<file path="src/rtl/mat_mult_ctrl_pkg.sv">
// Shared types and constants for the matrix-multiplier controller.
// State encoding plus default terminal indices for the reference config.
package mat_mult_ctrl_pkg;

  typedef enum logic [2:0] {
    IDLE,
    LOAD_A,
    LOAD_B,
    ACC,
    WRITE,
    STREAM
  } state_t;

  localparam int DEF_DW = 8;
  localparam int DEF_M  = 4;
  localparam int DEF_N  = 4;

  localparam logic [DEF_DW-1:0] M_LAST = DEF_DW'(DEF_M - 1);
  localparam logic [DEF_DW-1:0] N_LAST = DEF_DW'(DEF_N - 1);

  function automatic int lastIdx(input int n);
    return n - 1;
  endfunction

endpackage

</file>
<file path="src/rtl/mat_idx_walker.sv">
// 2-D index walker: counts the inner index and wraps it into the outer.
// Pure decode; the counters themselves live in the datapath.
module mat_idx_walker
  import mat_mult_ctrl_pkg::*;
#(
  parameter int DW = 8
) (
  input  logic          advance,
  input  logic [DW-1:0] innerVal,
  input  logic [DW-1:0] outerVal,
  input  logic [DW-1:0] innerLast,
  input  logic [DW-1:0] outerLast,
  output logic          innerCountEn,
  output logic          innerZero,
  output logic          outerCountEn,
  output logic          outerZero,
  output logic          wrap,
  output logic          last
);

  logic innerEnd;
  logic outerEnd;

  assign innerEnd = (innerVal == innerLast);
  assign outerEnd = (outerVal == outerLast);

  assign wrap = innerEnd;
  assign last = innerEnd && outerEnd;

  assign innerCountEn = advance && !innerEnd;
  assign innerZero    = advance && innerEnd;
  assign outerCountEn = advance && innerEnd && !outerEnd;
  assign outerZero    = advance && last;

endmodule

</file>
<file path="src/rtl/mat_mult_ctrl.sv">
// Control FSM for the matrix-multiplier datapath: load A, load B,
// accumulate C = A*B element by element, then stream C out.
module mat_mult_ctrl
  import mat_mult_ctrl_pkg::*;
#(
  parameter int DW = 8,
  parameter int M  = 4,
  parameter int N  = 4
) (
  input  logic          clk,
  input  logic          rst,
  input  logic          start,
  input  logic          inValid,
  output logic          inReady,
  input  logic          outReady,
  output logic          outValid,
  output logic          busy,
  output logic          done,
  output logic          ovfFlag,
  input  logic          overflow,
  input  logic [DW-1:0] mCounter1Value,
  input  logic [DW-1:0] nCounter1Value,
  input  logic [DW-1:0] mCounter2Value,
  input  logic [DW-1:0] nCounter2Value,
  input  logic [DW-1:0] resRowCounterValue,
  input  logic [DW-1:0] resColCounterValue,
  output logic          matrix1WriteEn,
  output logic          matrix2WriteEn,
  output logic          resMatrixWriteEn,
  output logic          sumRegWriteEn,
  output logic          sumRegZero,
  output logic          mCounter1CountEn,
  output logic          mCounter1Zero,
  output logic          nCounter1CountEn,
  output logic          nCounter1Zero,
  output logic          mCounter2CountEn,
  output logic          mCounter2Zero,
  output logic          nCounter2CountEn,
  output logic          nCounter2Zero,
  output logic          resRowCounterCountEn,
  output logic          resRowCounterZero,
  output logic          resColCounterCountEn,
  output logic          resColCounterZero
);

  localparam logic [DW-1:0] mLast = DW'(lastIdx(M));
  localparam logic [DW-1:0] nLast = DW'(lastIdx(N));

  state_t state;
  state_t stateNxt;
  logic   ovfReg;
  logic   ovfNxt;

  logic aAdv, aInCe, aInZ, aOutCe, aOutZ, aWrap, aLast;
  logic bAdv, bInCe, bInZ, bOutCe, bOutZ, bWrap, bLast;
  logic rAdv, rInCe, rInZ, rOutCe, rOutZ, rWrap, rLast;
  logic kEnd;
  logic unusedWraps;

  assign aAdv = (state == LOAD_A) && inValid;
  assign bAdv = (state == LOAD_B) && inValid;
  assign rAdv = (state == WRITE) ||
                ((state == STREAM) && outReady);
  assign kEnd = (nCounter1Value == nLast);

  assign unusedWraps = aWrap ^ bWrap ^ rWrap;

  // A is row-major: column index n1 is the inner loop.
  mat_idx_walker #(.DW(DW)) walkA (
    .advance      (aAdv),
    .innerVal     (nCounter1Value),
    .outerVal     (mCounter1Value),
    .innerLast    (nLast),
    .outerLast    (mLast),
    .innerCountEn (aInCe),
    .innerZero    (aInZ),
    .outerCountEn (aOutCe),
    .outerZero    (aOutZ),
    .wrap         (aWrap),
    .last         (aLast)
  );

  // B is row-major too: column index m2 is the inner loop.
  mat_idx_walker #(.DW(DW)) walkB (
    .advance      (bAdv),
    .innerVal     (mCounter2Value),
    .outerVal     (nCounter2Value),
    .innerLast    (mLast),
    .outerLast    (nLast),
    .innerCountEn (bInCe),
    .innerZero    (bInZ),
    .outerCountEn (bOutCe),
    .outerZero    (bOutZ),
    .wrap         (bWrap),
    .last         (bLast)
  );

  mat_idx_walker #(.DW(DW)) walkR (
    .advance      (rAdv),
    .innerVal     (resColCounterValue),
    .outerVal     (resRowCounterValue),
    .innerLast    (mLast),
    .outerLast    (mLast),
    .innerCountEn (rInCe),
    .innerZero    (rInZ),
    .outerCountEn (rOutCe),
    .outerZero    (rOutZ),
    .wrap         (rWrap),
    .last         (rLast)
  );

  always_ff @(posedge clk or negedge rst) begin
    if (!rst) begin
      state  <= IDLE;
      ovfReg <= 1'b0;
    end else begin
      state  <= stateNxt;
      ovfReg <= ovfNxt;
    end
  end

  assign busy    = (state != IDLE);
  assign ovfFlag = ovfReg;

  always_comb begin
    stateNxt             = state;
    ovfNxt               = ovfReg;
    inReady              = 1'b0;
    outValid             = 1'b0;
    done                 = 1'b0;
    matrix1WriteEn       = 1'b0;
    matrix2WriteEn       = 1'b0;
    resMatrixWriteEn     = 1'b0;
    sumRegWriteEn        = 1'b0;
    sumRegZero           = 1'b0;
    mCounter1CountEn     = 1'b0;
    mCounter1Zero        = 1'b0;
    nCounter1CountEn     = 1'b0;
    nCounter1Zero        = 1'b0;
    mCounter2CountEn     = 1'b0;
    mCounter2Zero        = 1'b0;
    nCounter2CountEn     = 1'b0;
    nCounter2Zero        = 1'b0;
    resRowCounterCountEn = 1'b0;
    resRowCounterZero    = 1'b0;
    resColCounterCountEn = 1'b0;
    resColCounterZero    = 1'b0;
    unique case (state)
      IDLE: begin
        // rst gates the idle strobes so reset forces every output low.
        sumRegZero        = rst;
        mCounter1Zero     = rst;
        nCounter1Zero     = rst;
        mCounter2Zero     = rst;
        nCounter2Zero     = rst;
        resRowCounterZero = rst;
        resColCounterZero = rst;
        if (start) begin
          stateNxt = LOAD_A;
          ovfNxt   = 1'b0;
        end
      end
      LOAD_A: begin
        inReady          = 1'b1;
        matrix1WriteEn   = inValid;
        nCounter1CountEn = aInCe;
        nCounter1Zero    = aInZ;
        mCounter1CountEn = aOutCe;
        mCounter1Zero    = aOutZ;
        if (aAdv && aLast) begin
          stateNxt = LOAD_B;
        end
      end
      LOAD_B: begin
        inReady          = 1'b1;
        matrix2WriteEn   = inValid;
        mCounter2CountEn = bInCe;
        mCounter2Zero    = bInZ;
        nCounter2CountEn = bOutCe;
        nCounter2Zero    = bOutZ;
        if (bAdv && bLast) begin
          stateNxt = ACC;
        end
      end
      ACC: begin
        sumRegWriteEn = 1'b1;
        if (kEnd) begin
          nCounter1Zero = 1'b1;
          nCounter2Zero = 1'b1;
          stateNxt      = WRITE;
        end else begin
          nCounter1CountEn = 1'b1;
          nCounter2CountEn = 1'b1;
        end
      end
      WRITE: begin
        // Result counters track (i,j); m1/m2 follow them in lockstep.
        resMatrixWriteEn     = 1'b1;
        sumRegZero           = 1'b1;
        resColCounterCountEn = rInCe;
        resColCounterZero    = rInZ;
        resRowCounterCountEn = rOutCe;
        resRowCounterZero    = rOutZ;
        mCounter2CountEn     = rInCe;
        mCounter2Zero        = rInZ;
        mCounter1CountEn     = rOutCe;
        mCounter1Zero        = rOutZ;
        stateNxt             = rLast ? STREAM : ACC;
      end
      STREAM: begin
        outValid             = 1'b1;
        resColCounterCountEn = rInCe;
        resColCounterZero    = rInZ;
        resRowCounterCountEn = rOutCe;
        resRowCounterZero    = rOutZ;
        if (outReady) begin
          ovfNxt = ovfReg | overflow;
          if (rLast) begin
            done     = 1'b1;
            stateNxt = IDLE;
          end
        end
      end
      default: stateNxt = IDLE;
    endcase
  end

endmodule
</file>
<file path="config.mk">
export PLATFORM = sky130hd
export DESIGN_NAME = mat_mult_ctrl
export DESIGN_NICKNAME = d
export VERILOG_FILES = /design/src/rtl/mat_mult_ctrl_pkg.sv /design/src/rtl/mat_idx_walker.sv /design/src/rtl/mat_mult_ctrl.sv
export SDC_FILE = /design/constraint.sdc
export NUM_CORES = 1
export LEC_CHECK = 0
export ABC_CLOCK_PERIOD_IN_PS = 5500
export BUFFER_PORTS_ARGS = -buffer_cell sky130_fd_sc_hd__buf_2
export CAP_MARGIN = 20
export CORE_AREA = 3 3 47 49
export CTS_BUF_LIST = sky130_fd_sc_hd__clkbuf_4
export CTS_CLUSTER_SIZE = 40
export DETAILED_ROUTE_END_ITERATION = 12
export DIE_AREA = 0 0 50 52
export GPL_TIMING_DRIVEN = 0
export PLACE_DENSITY = 0.85
export SKIP_CTS_REPAIR_TIMING = 1
export SLEW_MARGIN = 20
export SYNTH_ARGS = -nofsm -noshare
export SYNTH_HDL_FRONTEND = slang
export SYNTH_SLANG_ARGS = --single-unit
</file>
<file path="constraint.sdc">
create_clock -name clk -period 5.5 [get_ports clk]
set_clock_uncertainty 0.05 [all_clocks]
set_input_delay 1.1 -clock clk [delete_from_list [all_inputs] [get_ports clk]]
set_output_delay 1.1 -clock clk [all_outputs]
set_load 0.005 [all_outputs]
</file>
After elaboration in Yosys (flattened, before gate mapping):

Cells that the tools add are included.

* logic and storage cells: 87
* bits in registers: 4

* equal/unequal tests: 17
* reduce and logical (&&, ||, !) cells: 32
* muxes and demuxes: 35
* bitwise operators: 1

Operators with widths (count)
* $eq A8 B2 Y1 const B: 6
* $mux W3: 7
* $logic_and A1 B1 Y1: 18
* $pmux W3 S6: 1
* $pmux W1 S2: 8
* $mux W1: 15
* $pmux W1 S3: 4
* $ne A2 B2 Y1 const B: 5
* $eq A3 B2 Y1 const B: 2
* $eq A3 B3 Y1 const B: 2
* $logic_not A1 Y1: 6
* $reduce_and A6 Y1: 1
* $reduce_or A2 Y1: 2
* $eq A3 B1 Y1 const B: 1
* $logic_not A3 Y1: 1
* $reduce_and A3 Y1: 1
* $reduce_bool A3 Y1: 1
* $ne A2 B1 Y1 const B: 1
* $reduce_bool A2 Y1: 1
* $logic_or A1 B1 Y1: 1
* $or A1 B1 Y1: 1

Longest topological paths before layout:

Gate-level depths: netlist (run 1).

* depth after elaboration: 6
* mapped depth: 6

Hierarchy:

From an unflattened synthesis (run 1), not the netlist that was laid out.

* cell total of the unflattened synthesis: 163
* area, all modules: 1176.1 µm²

By module, submodules not included
* mat_idx_walker: seq. area each 0.0 µm², instances 3, area an instance 209.0 µm², cells an instance 27
* mat_mult_ctrl: seq. area each 100.1 µm², instances 1, area an instance 549.3 µm², cells an instance 82

Worst setup path after synthesis (run 1):

No wires, ideal clock.

* kind: input to output
* start point: input resColCounterValue[5]
* end point: output resRowCounterCountEn
* arrival: 2.330 ns
* setup slack: 2.020 ns
* stages: 4
* buffers on the path: 0
* cell sequence: or4_4 > nor4_4 > o21ai_0 > nor2_1

* longest elaborated chain between the ends: 4

Ends and longest elaborated chain
* start, declared: line mat_mult_ctrl.sv:26 `input logic [DW-1:0] resColCounterValue,`
* $eq A8 B2 Y1: line mat_idx_walker.sv:24 `assign innerEnd = (innerVal == innerLast);`
* $logic_and A1 B1 Y1 (2 in series): line mat_idx_walker.sv:32 `assign outerCountEn = advance && innerEnd && !outerEnd;`
* $mux W1: line mat_mult_ctrl.sv:148 `unique case (state)`
* end, declared: line mat_mult_ctrl.sv:40 `output logic resRowCounterCountEn,`

No other way between the ends.

Worst setup path in the final report (run 1):

Ends and elaborated chain as after synthesis.

==> summary.txt, run 1 <==
Flow run
  • Max Cap Viol: 0

Drt
  • Residual DRC: 0
  • Detailed Routing Iterations Pass 1: 4
  • Routed via count: 977
  • Via density: 5.04
  • Drt initial violations: 23
  • Routed Antenna Nets: 0
  • Avg WL per Cell: 11.9 µm
  • Final wirelength: 2310 µm

Timing
  • TNS Setup: 0 ps
  • Max Slew Vio Count: 0
  • Worst slew pin tran: 491 ps
  • Fmax: 0.264 GHz
  • RSZ-0062 raised after global routing: no
  • Fin. Hold Viols: 0
  • Setup violators final: 0
  • Final period utilization: 0.690
  • Final Critical Period: 3790 ps
  • Rel. slew slack: 0.668

Worst setup path
  • CP Launch Type: input port
  • Delay of the slowest critical-path stage: 530 ps
  • CP max stage cell: or4_4
  • Worst R2R Setup Slack: 3530 ps
  • Crit path max-delay family: simple AND/OR/NAND/NOR gates
  • CP dominant cell by count: buf_2
  • Crit-path cells: buf_2 > or4_4 > nor4_4 > o21ai_0 > nor2_1 > buf_2
  • Worst r2r src: state[2]$_DFFE_PN0P_
  • Cells on worst reg2reg path: 6
  • Buf/Inv on CP: 2
  • Crit Path Class: input port to primary output
  • Arr. time, crit path: 2640 ps
  • Critical Path Sink Type: primary output
  • Worst Path Max Fanout: 9
  • Reg-to-Reg End: state[0]$_DFFE_PN0P_
  • CP Data Required Time: 4350 ps

Logic synthesis
  • Yosys cell types: 39
  • Cell Area, Synth: 654 µm²
  • Synthesized net count: 143
  • Yosys warnings: 0
  • Ys flop type: dfrtp_1
  • Seq/Total Area, Yosys: 0.153
  • Syn_area_per_cell: 7.35 µm²
  • FF+latch count, synth: 4
  • Post-synth ARST share: 1.00
  • Post-synth EDFFs: 0
  • Mapped Cells: 89

Clocking
  • Clock slew at reported path FFs: 40 ps
  • TritonCTS clock tree: built
  • Clk_lat worst skew: 240 ps
  • Htree depth: 1
  • Clk root buf: clkbuf_4
  • Num CTS Buffers: 3
  • Clock tree sinks: 4
  • CTS Buffer Depth: 2

GRT
  • GRT overflow: 0
  • Vias in the first global route: 914
  • Largest net degree at the start of global routing: 11
  • GRT Total Usage: 0.182
  • Initial antenna violation count: 0
  • First-pass GRT wire length: 3730 µm

Die
  • Die area: 2600 µm²
  • Die Span X: 50 µm
  • Core area: 1900 µm²
  • Die Height: 52 µm
  • Io pins: 76
  • Initial Utilization: 0.344
  • Row cnt: 16

Place
  • Dpl cell area: 1060 µm²
  • Hpwl dp: 2010 µm
  • Gpl congestion: 0.874
  • Input/output buffers: 75

Power and ir drop
  • Maximum VDD drop: 154 µV
  • PD cells: 317 nW/µm²
  • Leakage: 0.617 nW

Layout
  • Share of cells above drive strength 1: 0.569
  • Design Area, Final: 1090 µm²
  • Final nets: 223
  • Layout area overhead: 66.0%
  • Antenna cells: 0

Run status
  • Status: complete, no violations

Hold path
  • Worst hold stages: 2
  • Hold Startpoint: ovfFlag$_DFFE_PN0P_
  • Hold endpoint: ovfFlag$_DFFE_PN0P_
  • HP Class: flip-flop to flip-flop
sequential cells by signal, indices dropped and copies added (netlist names):
signal   count
ovfFlag      1
state        3
layout by cell type, fill, tap and decap left out, drive strengths merged, types with 2 or more instances in the layout:
master and instances:
dfrtp 4, nor3 4, and2 2, o22ai 2, nand3 2, o21a 3
or4 4, nand4 2, o21ai 4, and2b 2, nor2 6, and3 2
a21oi 4, clkbuf 3, nand2 18, a31o 2, inv 5, nor4 6
buf 78
power breakdown:
group | switching, mW | internal (mW)
clock network | 0.0123 | 0.0244
logic | 0.120 | 0.132
registers | 0.0140 | 0.0412
total | 0.146 | 0.198
layout make-up:
class	instances	area, µm²
buffer	3	30.0
clock buffer	3	22.5
fill	195	816
inverter	5	18.8
multi-input combinational	77	505
sequential	4	100
tap	27	33.8
timing repair buffer	75	375
cells by family (layout without fill, tap and decap cells):
| logic type | Yosys count | after routing | share of synthesized area |
|---|---|---|---|
| DFF | 4 | 4 | 0.153 |
| buffers and inverters | 8 | 86 | 0.0746 |
| and+or+nand+nor | 51 | 51 | 0.474 |
| AOI/OAI and AO/OA | 24 | 24 | 0.260 |
| muxes | 2 | 2 | 0.0382 |
worst max path at each step:
stage,start,end,cells past startpoint
after floorplan,resColCounterValue[5],resRowCounterCountEn,4
after global placement,resColCounterValue[5],resRowCounterCountEn,6
after detailed placement,resColCounterValue[5],resRowCounterCountEn,6
after CTS,resColCounterValue[5],resRowCounterCountEn,6
after global routing,resColCounterValue[5],resRowCounterCountEn,6
final,resColCounterValue[5],resRowCounterCountEn,6
metrics by stage:
step	hold slack [ps]	util	total power [mW]	cells	worst slack, ps
4_1_cts	483	0.571	0.348	194	1690
2_1_floorplan	464	-	0.216	89	2020
3_5_place_dp	473	0.559	0.308	191	1700
3_3_place_gp	461	0.559	0.299	191	1750
5_1_grt	514	0.571	0.378	194	1550
6_report	471	0.571	0.344	194	1710
synthesized netlist by cell type (2+ instances only):
master	instances	area share
o22ai_1	2	0.019
nand3_1	2	0.015
a31o_2	2	0.027
a21oi_1	4	0.031
nor3_1	4	0.031
o21a_1	3	0.034
dfrtp_1	4	0.15
nand4_1	2	0.019
nor4_4	2	0.065
or4_1	3	0.034
and2b_2	2	0.027
nor2_1	6	0.034
buf_6	2	0.034
nand2_1	17	0.098
inv_1	5	0.029
o21ai_0	4	0.031
nor4_1	3	0.029
layer usage:
layer,share of wire,global-route usage,up-vias
met1,0.41,0.212,417
met2,0.48,0.337,62
met3,0.11,0.0544,0
met5,0,0,-
li1,-,-,498
met4,0,0.0138,0
worst min-delay path, delay by kind of cell (launching register included):
family / cells / cell delay [ps]
AOI/OAI and AO/OA: 2 / 140
DFF: 1 / 330
Power figures use the tool's default switching activity.
==> run 2: changes to the inputs <==
- ABC_AREA: not set -> 1
- ABC_CLOCK_PERIOD_IN_PS: 5500 -> 3290
- CORE_AREA: 3 3 47 49 -> 3 3 51 53
- DIE_AREA: 0 0 50 52 -> 0 0 54 56
- PLACE_DENSITY: 0.85 -> 0.77
- clock period: 5.5 -> 3.29 ns (I/O delays scaled with it)
==> run 2 against run 1 <==
Register-to-register slack got worse by 1700 ps. Design area grew 1.8%. Clock-buffer cell count did not move. Setup slack worse by 880 ps. First-iteration DRC count decreased by 35%. Global-route usage down 4.6 points. Critical path depth is 2 higher. Clock power grew 67%. Final cell count up 22%. Routed wire length fell by 6.1%. Core utilization shrank 6.6 points. Critical endpoint unchanged.
==> summary.txt, run 2 <==
Worst setup path
  • Worst R2R Setup Slack: 1800 ps (was 3530 ps)
  • Crit Path Class: flip-flop to primary output (was input port to primary output)
  • Worst Path Max Fanout: 5 (was 9)
  • CP Data Required Time: 2580 ps (was 4350 ps)
  • Reg-to-Reg End: state[2]$_DFFE_PN0P_ (was state[0]$_DFFE_PN0P_)
  • CP Launch Type: flip-flop (was input port)
  • Critical Path Sink Type: primary output (unchanged)
  • Cells on worst reg2reg path: 8 (was 6)
  • Worst setup path end: resRowCounterCountEn (unchanged)
  • Worst r2r src: state[0]$_DFFE_PN0P_ (was state[2]$_DFFE_PN0P_)
  • CP Launch Point: state[0]$_DFFE_PN0P_ (was resColCounterValue[5])
  • Arr. time, crit path: 1760 ps (was 2640 ps)

Drt
  • Avg WL per Cell: 9.18 µm (was 11.9 µm)
  • Residual DRC: 0 (unchanged)
  • Drt initial violations: 15 (was 23)
  • Detailed Routing Iterations Pass 1: 4 (unchanged)
  • Via density: 4.45 (was 5.04)
  • Final wirelength: 2170 µm (was 2310 µm)
  • Routed Antenna Nets: 0 (unchanged)
  • Routed via count: 1,050 (was 977)

Logic synthesis
  • Top-area cell type share of the netlist area: 0.240 (was 0.153)
  • Synth area leaders: nand2_1, dfrtp_1, nor2_1 (was dfrtp_1, nand2_1, nor4_4)
  • Synthesized net count: 184 (was 143)
  • Post-synth ARST share: 1.00 (unchanged)
  • Yosys top cell by area: nand2_1 (was dfrtp_1)
  • Mapped Cells: 130 (was 89)
  • Cell Area, Synth: 673 µm² (was 654 µm²)
  • Yosys cell types: 18 (was 39)
  • Seq/Total Area, Yosys: 0.149 (was 0.153)
  • Syn_area_per_cell: 5.18 µm² (was 7.35 µm²)
  • Post-synth EDFFs: 0 (unchanged)
  • FF+latch count, synth: 4 (unchanged)
  • Yosys warnings: 0 (unchanged)
  • Most frequent cell after synthesis: nand2_1 (unchanged)
  • Commonest cells post-synth: nand2_1, nor2_1, inv_1, nand3_1, nor2_2 (was nand2_1, nor2_1, inv_1)
  • Ys flop type: dfrtp_1 (unchanged)

Die
  • Row cnt: 17 (was 16)
  • Core area: 2190 µm² (was 1900 µm²)
  • Initial Utilization: 0.307 (was 0.344)
  • Die area: 3020 µm² (was 2600 µm²)
  • Die Height: 56 µm (was 52 µm)
  • Die Span X: 54 µm (was 50 µm)
  • Io pins: 76 (unchanged)

Timing
  • Max Slew Vio Count: 0 (unchanged)
  • Final period utilization: 0.750
  • Final Worst Setup Slack: 824 ps (was 1710 ps)
  • Rel. slew slack: 0.756 (was 0.668)
  • Fmax: 0.406 GHz
  • Setup violators final: 0 (unchanged)
  • Fin. Hold Viols: 0 (unchanged)
  • Worst slew pin tran: 365 ps (was 491 ps)
  • TNS Setup: 0 ps (unchanged)
  • Final Critical Period: 2470 ps
  • RSZ-0062 raised after global routing: no (unchanged)

Place
  • Gpl congestion: 0.826 (was 0.874)
  • Input/output buffers: 75 (unchanged)
  • # placed instances: 233 (was 191)
  • Hpwl dp: 1940 µm (was 2010 µm)
  • Post-Place Worst Slack: 950 ps (was 1700 ps)

Clocking
  • TritonCTS clock tree: built (unchanged)
  • Clock tree sinks: 4 (unchanged)
  • Clk root buf: clkbuf_4 (unchanged)
  • Clk_lat worst skew: 240 ps (about the same)
  • Clock slew at reported path FFs: 40 ps (about the same)
  • CTS Buffer Depth: 2 (unchanged)
  • Num CTS Buffers: 3 (unchanged)
  • Htree depth: 1 (unchanged)

Layout
  • Final nets: 264 (was 223)
  • Share of cells above drive strength 1: 0.462 (was 0.569)
  • Final std cells w/o fill: 236 (was 194)
  • Top reg by flops: state (unchanged)
  • Antenna cells: 0 (unchanged)
  • Number of flip-flops in the largest register: 3 (unchanged)
  • Final Core Density: 0.505 (was 0.571)
  • Commonest cells after routing, fill and taps aside: buf_2, nand2_1, nor2_1 (unchanged)
  • Most common cell after layout, fill and taps aside: buf_2 (unchanged)
  • Layout area overhead: 64.3% (was 66.0%)

GRT
  • Largest net degree at the start of global routing: 8 (was 11)
  • GRT overflow: 0 (unchanged)
  • Vias in the first global route: 818 (was 914)
  • GRT Total Usage: 0.136 (was 0.182)
  • First-pass GRT wire length: 3270 µm (was 3730 µm)
  • Initial antenna violation count: 0 (unchanged)

Run status
  • Status: complete, no violations (unchanged)

Flow run
  • Max Cap Viol: 0 (unchanged)

Power and ir drop
  • Leakage: 0.734 nW (was 0.617 nW)
  • Maximum VDD drop: 238 µV (was 154 µV)
  • PD cells: 555 nW/µm² (was 317 nW/µm²)

Hold path
  • HP Class: input port to async pin (was flip-flop to flip-flop)
run 2: worst max-delay path: stages, from the launching register on:
cell and delay (ps):
dfrtp_1 410, inv_1 150, nand2_1 130, nor2_2 220, inv_2 90, nand2_2 70, nand2_1 60, nor4_1 210
buf_2 170
run 2: area by class of cell:
cell class,instances,area [µm²]
well taps,28,35.0
flip-flops and latches,4,100
fillers,252,1080
repair buffers,75,375
inverters,23,86.3
clock buffers,3,22.5
multi-input cells,103,487
run 2: worst min path at each step:
stage | start | to | slack, ps | cells after the start
finish | rst | state[0]$_DFFE_PN0P_ | 170 | 1
global route | rst | state[0]$_DFFE_PN0P_ | 170 | 1
CTS | rst | state[0]$_DFFE_PN0P_ | 160 | 1
detailed placement | rst | ovfFlag$_DFFE_PN0P_ | 420 | 1
global placement | rst | ovfFlag$_DFFE_PN0P_ | 420 | 1
floorplan | rst | ovfFlag$_DFFE_PN0P_ | 310 | 0
run 2: where the power goes:
part	switching [mW]	internal, mW	total (mW)
clock network	0.0204	0.0408	0.0612
registers	0.0280	0.0701	0.0981
logic	0.267	0.188	0.455
run 2: logic make-up (layout without fill, tap and decap cells):
family / after synthesis / in the layout / synth area share
simple gates: 96 / 96 / 0.658
buf+inv: 23 / 101 / 0.128
flops: 4 / 4 / 0.149
compound gates: 7 / 7 / 0.0651
run 2: routing by layer:
metal	part of all wire	global-route usage
met1	0.41	0.172
met2	0.50	0.240
met3	0.081	0.00268
met4	0.011	0.0427
met5	0	0
run 2: per-stage QoR:
step	hold slack [ps]	instance area [µm²]	total power, mW
2_1_floorplan	312	673	0.382
3_3_place_gp	419	1080	0.551
3_5_place_dp	418	1080	0.556
4_1_cts	164	1110	0.622
5_1_grt	169	1110	0.685
6_report	168	1110	0.614
==> run 3: changes to the inputs <==
- ABC_CLOCK_PERIOD_IN_PS: 3290 -> 2300
- CORE_AREA: 3 3 51 53 -> 3 3 48 50
- DIE_AREA: 0 0 54 56 -> 0 0 51 53
- PLACE_DENSITY: 0.77 -> 0.83
- clock period: 3.29 -> 2.3 ns (I/O delays scaled with it)
==> run 3 against run 2 <==
Final cell count unchanged. Sequential share of layout area down 0.071 points. Sequential power is 42% higher. First-iteration DRC count shrank 20%. Design area is 0.79% higher.
==> summary.txt, run 3 (synthesized netlist as in run 2, its figures left out) <==
Die
  • Io pins: 76 (unchanged)
  • Die Span X: 51 µm (was 54 µm)
  • Die area: 2700 µm² (was 3020 µm²)
  • Initial Utilization: 0.347 (was 0.307)
  • Die Height: 53 µm (was 56 µm)
  • Row cnt: 16 (was 17)
  • Core area: 1940 µm² (was 2190 µm²)

GRT
  • Largest net degree at the start of global routing: 8 (unchanged)
  • Initial antenna violation count: 0 (unchanged)
  • GRT overflow: 0 (unchanged)
  • First-pass GRT wire length: 3330 µm (was 3270 µm)
  • GRT Total Usage: 0.156 (was 0.136)
  • Vias in the first global route: 889 (was 818)

Place
  • Post-Place Worst Slack: 347 ps (was 950 ps)
  • Input/output buffers: 75 (unchanged)
  • Gpl congestion: 0.814 (was 0.826)
  • Hpwl dp: 1880 µm (was 1940 µm)

Worst setup path
  • Arr. time, crit path: 1670 ps (was 1760 ps)
  • Critical Path Sink Type: primary output (unchanged)
  • CP Data Required Time: 1790 ps (was 2580 ps)
  • Crit Path Class: flip-flop to primary output (unchanged)
  • CP Launch Type: flip-flop (unchanged)
  • Worst Path Max Fanout: 5 (unchanged)
  • Worst R2R Setup Slack: 820 ps (was 1800 ps)

Power and ir drop
  • PD cells: 786 nW/µm² (was 555 nW/µm²)
  • Leakage: 0.738 nW (was 0.734 nW)
  • Post-layout total power: 0.877 mW (was 0.614 mW)
  • Maximum VDD drop: 362 µV (was 238 µV)

Layout
  • Commonest cells after routing, fill and taps aside: buf_2, nand2_1, nor2_1 (unchanged)
  • Final Core Density: 0.574 (was 0.505)
  • Antenna cells: 0 (unchanged)
  • Top reg by flops: state (unchanged)
  • Share of cells above drive strength 1: 0.459 (was 0.462)
  • Layout area overhead: 65.6% (was 64.3%)
  • Fillers: 218 (was 252)
  • Most common cell after layout, fill and taps aside: buf_2 (unchanged)
  • Number of flip-flops in the largest register: 3 (unchanged)
  • Final nets: 265 (was 264)

Drt
  • Routed Antenna Nets: 0 (unchanged)
  • Drt initial violations: 12 (was 15)
  • Final wirelength: 2130 µm (was 2170 µm)
  • Routed via count: 1,040 (was 1,050)
  • Residual DRC: 0 (unchanged)
  • Via density: 4.41 (was 4.45)
  • Detailed Routing Iterations Pass 1: 4 (unchanged)
  • Avg WL per Cell: 9.04 µm (was 9.18 µm)

Clocking
  • TritonCTS clock tree: built (unchanged)
  • Clock slew at reported path FFs: 40 ps (about the same)
  • Htree depth: 1 (unchanged)
  • Clk_lat worst skew: 230 ps (was 240 ps)
  • Num CTS Buffers: 3 (unchanged)
  • Clock tree sinks: 4 (unchanged)
  • CTS Buffer Depth: 2 (unchanged)
  • Clk root buf: clkbuf_4 (unchanged)

Timing
  • Max Slew Vio Count: 0 (unchanged)
  • Fmax: 0.458 GHz
  • Worst slew pin tran: 319 ps (was 365 ps)
  • Final Worst Setup Slack: 118 ps (was 824 ps)
  • Hold WS: 452 ps (was 168 ps)
  • Setup violators final: 0 (unchanged)
  • RSZ-0062 raised after global routing: no (unchanged)
  • Fin. Hold Viols: 0 (unchanged)
  • Final Critical Period: 2180 ps
  • Final period utilization: 0.949
  • Rel. slew slack: 0.786 (was 0.756)
  • TNS Setup: 0 ps (unchanged)

Flow run
  • Max Cap Viol: 0 (unchanged)

Run status
  • Status: complete, no violations (unchanged)

Hold path
  • HP Class: flip-flop to flip-flop (was input port to async pin)
-- run 3: cell type report --
| cell class | count | area (µm²) | area share |
|---|---|---|---|
| Tap cell | 27 | 33.8 | 0.0303 |
| Clock buffer | 3 | 22.5 | 0.0202 |
| Timing Repair Buffer | 76 | 385 | 0.346 |
| Multi-Input combinational cell | 103 | 487 | 0.437 |
| Inverter | 23 | 86.3 | 0.0774 |
| Sequential cell | 4 | 100 | 0.0898 |
-- run 3: path summary, 6_finish.rpt --
kind	end	from	depth (start not counted)
setup / recovery	resRowCounterCountEn	state[0]$_DFFE_PN0P_	8
hold / removal	ovfFlag$_DFFE_PN0P_	ovfFlag$_DFFE_PN0P_	2
setup reg to reg	state[2]$_DFFE_PN0P_	state[2]$_DFFE_PN0P_	8
hold reg to reg	ovfFlag$_DFFE_PN0P_	ovfFlag$_DFFE_PN0P_	2
max in group asynchronous	state[2]$_DFFE_PN0P_	rst	2
min in group asynchronous	state[0]$_DFFE_PN0P_	rst	2
-- run 3: routing by layer --
metal / track usage / routed length, µm / up-vias
met3: 0.0254 / 203 / 2
met1: 0.191 / 871 / 428
met2: 0.266 / 1050 / 45
li1: - / - / 565
met4: 0.0673 / 12 / 0
met5: 0 / 0 / -
-- run 3: power breakdown --
part	switching (mW)	total, mW	internal [mW]
clock network	0.0281	0.0864	0.0583
logic	0.380	0.651	0.271
registers	0.0389	0.139	0.100
-- run 3: stage by stage --
step	area, µm²	std cells
after global routing	1110	236
after floorplan	673	130
after CTS	1100	235
after global placement	1080	232
after detailed placement	1080	232
final	1110	236
-- run 3: critical path: stages, from the launching register on --
cell     delay (ps)
dfrtp_1         410
inv_1           150
nand2_1         130
nor2_2          220
inv_2            90
nand2_2          70
nand2_1          60
nor4_1          160
buf_2           160
